==> src/rtl/sram_pkg.sv <==
// Shared definitions for the SRAM array controller: default geometry,
// the access counter width and the controller state encoding.
package sram_pkg;

    localparam int DEF_DATA_W = 8;
    localparam int DEF_ADDR_W = 3;
    localparam int CNT_W      = 4;

    typedef enum logic [2:0] {
        ST_IDLE   = 3'd0,
        ST_SETUP  = 3'd1,
        ST_ACCESS = 3'd2,
        ST_HOLD   = 3'd3,
        ST_RESP   = 3'd4
    } state_t;

endpackage

==> src/rtl/sram_ctrl_addr_decoder.sv <==
// Binary-to-one-hot wordline decoder. With en low the output is all-zero,
// so at most one bit is ever set.
module addr_decoder
    import sram_pkg::*;
#(
    parameter int ADDR_W = DEF_ADDR_W
) (
    input  logic [ADDR_W-1:0]      addr,
    input  logic                   en,
    output logic [(2**ADDR_W)-1:0] onehot
);

    // Raise exactly the bit selected by addr while enabled, nothing otherwise
    always_comb begin
        onehot = '0;
        for (int i = 0; i < 2**ADDR_W; i++) begin
            if (en && (addr == ADDR_W'(i))) begin
                onehot[i] = 1'b1;
            end else begin
                onehot[i] = 1'b0;
            end
        end
    end

endmodule

==> src/rtl/sram_ctrl.sv <==
// SRAM array controller: accepts one read or write request at a time and
// sequences the array through SETUP, ACCESS (wordline pulse of
// ACCESS_CYCLES cycles) and HOLD, then returns read data in RESP.
// All array-facing outputs are registered, so the async reset clears the
// wordline immediately.
module sram_ctrl
    import sram_pkg::*;
#(
    parameter int DATA_W        = DEF_DATA_W,
    parameter int ADDR_W        = DEF_ADDR_W,
    parameter int ACCESS_CYCLES = 2
) (
    input  logic                   clk,
    input  logic                   rst_n,
    input  logic                   req_valid,
    output logic                   req_ready,
    input  logic                   req_we,
    input  logic [ADDR_W-1:0]      req_addr,
    input  logic [DATA_W-1:0]      req_wdata,
    output logic                   rsp_valid,
    input  logic                   rsp_ready,
    output logic [DATA_W-1:0]      rsp_rdata,
    output logic                   arr_rw,
    output logic [(2**ADDR_W)-1:0] arr_wordline,
    output logic [DATA_W-1:0]      arr_wdata,
    input  logic [DATA_W-1:0]      arr_bitlines
);

    state_t                  state_r;
    logic [CNT_W-1:0]        cnt_r;
    logic [ADDR_W-1:0]       addr_r;
    logic                    we_r;
    logic                    req_ready_r;
    logic                    rsp_valid_r;
    logic [DATA_W-1:0]       rsp_rdata_r;
    logic                    arr_rw_r;
    logic [(2**ADDR_W)-1:0]  arr_wordline_r;
    logic [DATA_W-1:0]       arr_wdata_r;
    logic                    wl_en_s;
    logic [(2**ADDR_W)-1:0]  wl_next_s;

    // Wordline is active in the next cycle when entering or staying in ACCESS
    always_comb begin
        wl_en_s = 1'b0;
        if (state_r == ST_SETUP) begin
            wl_en_s = 1'b1;
        end else if ((state_r == ST_ACCESS) && (cnt_r != CNT_W'(0))) begin
            wl_en_s = 1'b1;
        end else begin
            wl_en_s = 1'b0;
        end
    end

    addr_decoder #(
        .ADDR_W (ADDR_W)
    ) u_addr_decoder (
        .addr   (addr_r),
        .en     (wl_en_s),
        .onehot (wl_next_s)
    );

    // Controller FSM with registered handshake and array outputs
    always_ff @(posedge clk or negedge rst_n) begin
        if (!rst_n) begin
            state_r        <= ST_IDLE;
            cnt_r          <= '0;
            addr_r         <= '0;
            we_r           <= 1'b0;
            req_ready_r    <= 1'b1;
            rsp_valid_r    <= 1'b0;
            rsp_rdata_r    <= '0;
            arr_rw_r       <= 1'b0;
            arr_wordline_r <= '0;
            arr_wdata_r    <= '0;
        end else begin
            arr_wordline_r <= wl_next_s;
            case (state_r)
                ST_IDLE: begin
                    if (req_valid && req_ready_r) begin
                        addr_r      <= req_addr;
                        we_r        <= req_we;
                        arr_rw_r    <= req_we;
                        arr_wdata_r <= req_we ? req_wdata : '0;
                        req_ready_r <= 1'b0;
                        state_r     <= ST_SETUP;
                    end
                end
                ST_SETUP: begin
                    cnt_r   <= CNT_W'(ACCESS_CYCLES - 1);
                    state_r <= ST_ACCESS;
                end
                ST_ACCESS: begin
                    if (cnt_r == CNT_W'(0)) begin
                        // Bitlines are still driven by the closing wordline pulse
                        if (!we_r) begin
                            rsp_rdata_r <= arr_bitlines;
                        end
                        state_r <= ST_HOLD;
                    end else begin
                        cnt_r <= cnt_r - CNT_W'(1);
                    end
                end
                ST_HOLD: begin
                    arr_rw_r <= 1'b0;
                    if (we_r) begin
                        req_ready_r <= 1'b1;
                        state_r     <= ST_IDLE;
                    end else begin
                        rsp_valid_r <= 1'b1;
                        state_r     <= ST_RESP;
                    end
                end
                ST_RESP: begin
                    if (rsp_ready) begin
                        rsp_valid_r <= 1'b0;
                        req_ready_r <= 1'b1;
                        state_r     <= ST_IDLE;
                    end
                end
                default: begin
                    rsp_valid_r <= 1'b0;
                    req_ready_r <= 1'b1;
                    arr_rw_r    <= 1'b0;
                    state_r     <= ST_IDLE;
                end
            endcase
        end
    end

    assign req_ready    = req_ready_r;
    assign rsp_valid    = rsp_valid_r;
    assign rsp_rdata    = rsp_rdata_r;
    assign arr_rw       = arr_rw_r;
    assign arr_wordline = arr_wordline_r;
    assign arr_wdata    = arr_wdata_r;

endmodule

==> config.mk <==
export PLATFORM = sky130hd
export DESIGN_NAME = sram_ctrl
export DESIGN_NICKNAME = d
export VERILOG_FILES = /design/src/rtl/sram_pkg.sv /design/src/rtl/sram_ctrl_addr_decoder.sv /design/src/rtl/sram_ctrl.sv
export SDC_FILE = /design/constraint.sdc
export NUM_CORES = 1
export LEC_CHECK = 0
export ABC_AREA = 1
export CAP_MARGIN = 20
export CORE_MARGIN = 3
export CORE_UTILIZATION = 46
export DETAILED_ROUTE_END_ITERATION = 8
export PLACE_DENSITY = 0.79
export RECOVER_POWER = 100
export SYNTH_ARGS = -nofsm -noshare
export SYNTH_HDL_FRONTEND = slang
export SYNTH_HIERARCHICAL = 1
export SYNTH_SLANG_ARGS = --single-unit
==> constraint.sdc <==
create_clock -name clk -period 1.4 [get_ports clk]
set_input_delay 0.14 -clock clk [delete_from_list [all_inputs] [get_ports clk]]
set_output_delay 0.14 -clock clk [all_outputs]
set_load 0.01 [all_outputs]
-- Yosys cells after proc, flatten, opt, wreduce, memory -nomap -nowiden
Index checks and enable logic that the tools add are counted.
- latch bits: 0
- bits in writable memories: 0
- memory bits (read-only): 0
- memories kept: 0
- register bits: 38
- output and inout port bits: 27
- mux-type cells: 27
- shift operators: 0
- multiply operators: 0
- order comparisons: 0
- div/mod/pow operators: 0
- $add $sub $neg: 1
- eq/ne operators: 17
- bitwise logic cells: 4
- reductions and logical operators: 25
- operator list (kind ; number):
    $mux 1 ; 16
    $eq 3x3->1 const B ; 5
    $pmux 3 s5 ; 1
    $eq 3x2->1 const B ; 4
    $mux 3 ; 4
    $logic_and 1x1->1 ; 10
    $ne 2x2->1 const B ; 5
    $reduce_and 3->1 ; 3
    $mux 8 ; 1
    $pmux 4 s2 ; 1
    $eq 3x1->1 const B ; 2
    $logic_not 3->1 ; 2
    $reduce_and 2->1 ; 3
    $reduce_or 3->1 ; 2
    $logic_not 4->1 ; 1
    $mux 4 ; 1
    $not 1->1 ; 4
    $pmux 1 s4 ; 1
    $reduce_and 4->1 ; 1
    $reduce_bool 4->1 ; 1
    $sub 4x1->4 const B ; 1
    $pmux 1 s3 ; 1
    $ne 2x1->1 const B ; 1
    $pmux 1 s2 ; 1
    other kinds (2) ; 2

-- Longest topological paths before layout
Gate-level depths: netlist of the first run.
- word-level depth: 6
- gate-level depth with buffers: 7

-- Modules after synthesis
Netlist of the first run, hierarchy kept.
- modules (own cells, without submodules) (module ; area an instance (um^2) ; instances ; seq. area each (um^2) ; cells an instance):
    sram_ctrl ; 1582.8 ; 1 ; 952.2 ; 169
    addr_decoder ; 63.8 ; 1 ; 0.0 ; 17

-- Least setup slack after synthesis of the first run
No wires, ideal clock.
- path kind: reg2reg
- start: register cnt_r[0]
- end: register cnt_r[0]
- path buffers: 1
- clock period less this slack: 1261 ps
- setup slack: 139 ps
- data arrival time: 1134 ps
- data required time: 1273 ps
- stages on the path, launching flop included: 7
- cells stage by stage: dfrtp_1 inv_1 ha_1 nand3_1 buf_4 a21boi_1 a21oi_1
- longest elaborated chain between the ends: 3
- elaborated cells on any way between the ends: 6
- ends and longest elaborated chain (element ; line ; source):
    start, declared ; sram_ctrl.sv:30 ; logic [CNT_W-1:0] cnt_r;
    start signal, assigned ; sram_ctrl.sv:89 ; cnt_r <= CNT_W'(ACCESS_CYCLES - 1);
    start signal, assigned ; sram_ctrl.sv:100 ; cnt_r <= cnt_r - CNT_W'(1);
    $sub 4x1->4 or $logic_not 4->1 (tied branches) ; sram_ctrl.sv:100, sram_ctrl.sv:93 ;
    $mux 4 or $ne 2x2->1 (tied branches) ; -- ;
    $pmux 4 s2 or $reduce_and 2->1 (tied branches) ; -- ;
Several ways; a longest one is shown, not always the timed one. The select of a mux whose other input is x is not followed.
A chain may end at the register's enable or synchronous reset.

-- Worst setup path after layout of the first run
- start: register arr_wordline_r[6], in the netlist arr_wordline[6]
- end: output arr_wordline[6]
- RTL lines (element ; line ; source):
    start, declared ; sram_ctrl.sv:37 ; logic [(2**ADDR_W)-1:0] arr_wordline_r;
    start signal, assigned ; sram_ctrl.sv:76 ; arr_wordline_r <= wl_next_s;
    end, declared ; sram_ctrl.sv:24 ; output logic [(2**ADDR_W)-1:0] arr_wordline,
No word-level cell between the ends.

==> run_results.csv, run 1 <==
group,metric,value,unit
die,die_x,65.8,µm
grt,overflow,0,
route,vias,1349,
die,start_util,48.6,%
worst_setup_path,worstPathRequired,1.26,ns
cells_and_area,fin_area,2270,µm²
route,routed_wl,3.33,mm
cts,path_clk_slew,0.11,ns
worst_setup_path,worstSetupStartpointType,"flip-flop",
synthesis,yosysSeqAreaShare,57.8,%
timing,rsz0062_at_grt,"no",
timing,worst_pin_slew,0.645,ns
worst_setup_path,crit_path_top_delay_cell,"clkdlybuf4s50_1",
route,wl_met2,1.65,mm
cells_and_area,num_antenna_cells,0,
pwr,p_leak,1.16,nW
grt,antenna_found_initial,0,
timing,hold_viol,0,
worst_setup_path,critPathLaunch,"arr_wordline[6]",
synthesis,synth_fp_nets,212,
die,dieHeight,65.8,µm
die,io_pins,51,
place,place_area,2200,µm²
synthesis,ys_ff_latch,38,
worst_setup_path,r2r-end,"rsp_rdata[5]",
route,vias_per_cell,4.62,
cts,clkSinkCount,38,
route,remaining_drc_errors,0,
cts,htreeDepth,2,
worst_hold_path,hp-class,"in -> reg",
grt,grt_pass1_wl,5.61,mm
synthesis,syn_area,1650,µm²
worst_setup_path,path_depth,1,
worst_setup_path,critical_path_buf_inv_count,1,
synthesis,synth_cell_types,24,
synthesis,synth_area_per_cell,8.85,µm²
cts,cts_setup_buffers,0,
synthesis,ys_warn_count,6,
worst_setup_path,crit_arrival,1.20,ns
worst_setup_path,r2r_slack,0.09,ns
route,drt_iter0_markers,36,
worst_setup_path,cpPeakStageDelay,0.53,ns
route,postRouteAntennaNets,0,
die,num_rows,21,
pwr,ir_drop,1.11,mV
worst_setup_path,critPathCapture,"arr_wordline[6]",
synthesis,syn_inst,186,
route,dr_wl_met3,173,µm
cts,cts_tree,"done",
worst_setup_path,reg2reg_depth,7,
cells_and_area,synthToLayoutAreaGrowth,38.1,%
cts,clockBufferDepth,2,
worst_setup_path,path_class,"reg -> out",
route,dr.max_layer_used,"met4",
cells_and_area,final_nets,271,
route,routedWlPerCell,11.4,µm
place,place.gp.congestion,0.781,
timing,period_share,95.6,%
die,core-area,3390,µm²
cts,cts_made_buffers,5,
grt,grtUsageTotal,17.2,%
timing,fin_skew,0.0115,ns
timing,maxSlewViolCount,0,
worst_setup_path,cp_top_family,"buffers and inverters",
place,io_buffers,50,
worst_setup_path,path_max_fanout,1,
timing,setup_viol,0,
place,dpl.hpwl,2.49,mm
timing,max_freq,747,MHz
pwr,pwr_density_cell,2000,nW/µm²
grt,grt_max_degree,28,
die,die_area,4330,µm²
worst_hold_path,hold_path_startpoint,"arr_bitlines[0]",
grt,grt_pass1_vias,1299,
pwr,design_power_total,4.56,mW
flow_run,maxCapViolCount,0,
worst_setup_path,crit_chain,"clkdlybuf4s50_1",
cells_and_area,fill_cells,289,
route,drt-met1-wl,1.45,mm
worst_setup_path,critPathCaptureType,"primary output",
cells_and_area,drive_gt1_share,10.2,%
route,first_pass_iters,4,
cts,cts_root_buf,"clkbuf_4",
timing,finalSetupTns,0,ns
worst_setup_path,regToRegStartpoint,"cnt_r[1]",
timing,maxSlewHeadroom,57.0,%
timing,fin_crit,1.34,ns
cts,clk-insertion-delay-late,0.35,ns
run_status,status,"finished clean",
[placed cells by master, fill, tap and decap left out, types with 2 or more instances in the layout]
cell              n
clkdlybuf4s25_1   6
nand2_4           2
clkdlybuf4s50_1  26
nor2_1           15
dfrtp_1          36
inv_2             3
nor2_4            2
nand2_2           5
inv_1            12
clkbuf_1          4
o21ai_0           9
clkbuf_4          6
o21ai_1           2
nand3_1          15
ha_1              2
nand4_1           2
dlygate4sd2_1    17
nand2_1          68
[cells by family (layout without fill, tap and decap cells)]
kind of cell,after synthesis,count (layout),share of synthesized area (%)
compound gates,14,14,4.48
xor+xnor,1,1,0.532
fa+ha+maj,2,2,1.52
buf+inv,19,79,5.47
flops,38,38,57.8
simple gates,112,112,30.2
[synth_stat cells]
| cell | number | area, µm² |
|---|---|---|
| a21oi_1 | 1 | 5.00 |
| nor2_8 | 1 | 20.0 |
| dfstp_2 | 1 | 26.3 |
| nand2_1 | 70 | 263 |
| nor3_1 | 1 | 5.00 |
| ha_1 | 2 | 25.0 |
| dfrtp_1 | 37 | 926 |
| xnor2_1 | 1 | 8.76 |
| inv_2 | 3 | 11.3 |
| nor2_2 | 1 | 6.26 |
| clkbuf_1 | 1 | 3.75 |
| o21ai_1 | 1 | 5.00 |
| nand4_1 | 2 | 12.5 |
| nand2_4 | 1 | 11.3 |
| nand2_2 | 4 | 25.0 |
| inv_1 | 12 | 45.0 |
| buf_6 | 2 | 22.5 |
| nor2_1 | 15 | 56.3 |
| o21ai_0 | 10 | 50.1 |
| buf_4 | 1 | 7.51 |
| nor2_4 | 2 | 22.5 |
| o22ai_1 | 1 | 6.26 |
| a21boi_1 | 1 | 7.51 |
| nand3_1 | 15 | 75.1 |
[routing by layer]
metal	global-route usage, %	up-vias
li1	-	703
met1	20.5	603
met2	27.9	36
met3	6.12	7
met4	7.51	0
met5	0	-
[power breakdown]
part / switching, mW / total (mW) / leakage (nW) / internal (mW)
sequential: 0.252 / 1.77 / 0.485 / 1.52
clock: 0.341 / 0.720 / 0.0395 / 0.379
combinational: 1.21 / 2.06 / 0.639 / 0.855
total: 1.80 / 4.56 / 1.16 / 2.75
[state kept, by name (all words and copies together), names as in the netlist]
name          cells
arr_wdata         8
arr_wordline      8
rsp_rdata         8
cnt_r             4
addr_r            3
state_r           3
arr_rw            1
req_ready         1
rsp_valid         1
we_r              1
[through the flow]
stage	instances	hold slack (ns)	utilization (%)	worst slack (ns)
2_1_floorplan	186	-0.156	-	0.139
3_3_place_gp	283	0.167	65.0	0.137
3_5_place_dp	283	0.170	65.0	0.0938
4_1_cts	292	0.294	66.9	0.00275
5_1_grt	292	0.306	67.1	0.00409
6_report	292	0.311	67.1	0.0610
[worst min path at each step]
stage                       to  slack (ns)  cells after the start
2_1_floorplan        addr_r[0]       -0.16                      0
3_3_place_gp   arr_wordline[6]        0.17                      1
3_5_place_dp         addr_r[1]        0.17                      1
4_1_cts           rsp_rdata[0]        0.29                      3
5_1_grt           rsp_rdata[6]        0.31                      3
6_report          rsp_rdata[0]        0.31                      3
[what timing repair did]
action	in CTS	in global routing
setup endpoints to repair	17	18
resized for setup	17	12
endpoints found under the hold margin	24	0
hold buffers	1	0
[area by class of cell]
type                    count  area, µm²  share of cell area, %
repair buffers             56        518                   22.8
inverters                  15       56.3                   2.48
flip-flops and latches     38        953                   41.9
multi-input cells         129        614                   27.0
clock buffers               7       45.0                   1.98
clock inverters             1       30.0                   1.32
well taps                  46       57.6                   2.53
Note: power is estimated with default switching activity, not from simulation.
==> run 2, diff against run 1 <==
--- a/config.mk
+++ b/config.mk
@@ -6,10 +6,10 @@
 export NUM_CORES = 1
 export LEC_CHECK = 0
 export ABC_AREA = 1
-export CAP_MARGIN = 20
 export CORE_MARGIN = 3
 export CORE_UTILIZATION = 46
 export DETAILED_ROUTE_END_ITERATION = 8
+export HOLD_SLACK_MARGIN = 0.08
 export PLACE_DENSITY = 0.79
 export RECOVER_POWER = 100
 export SYNTH_ARGS = -nofsm -noshare
==> results of run 2 <==
Same layout as run 1: the final DEF is identical, and so are final timing and power.
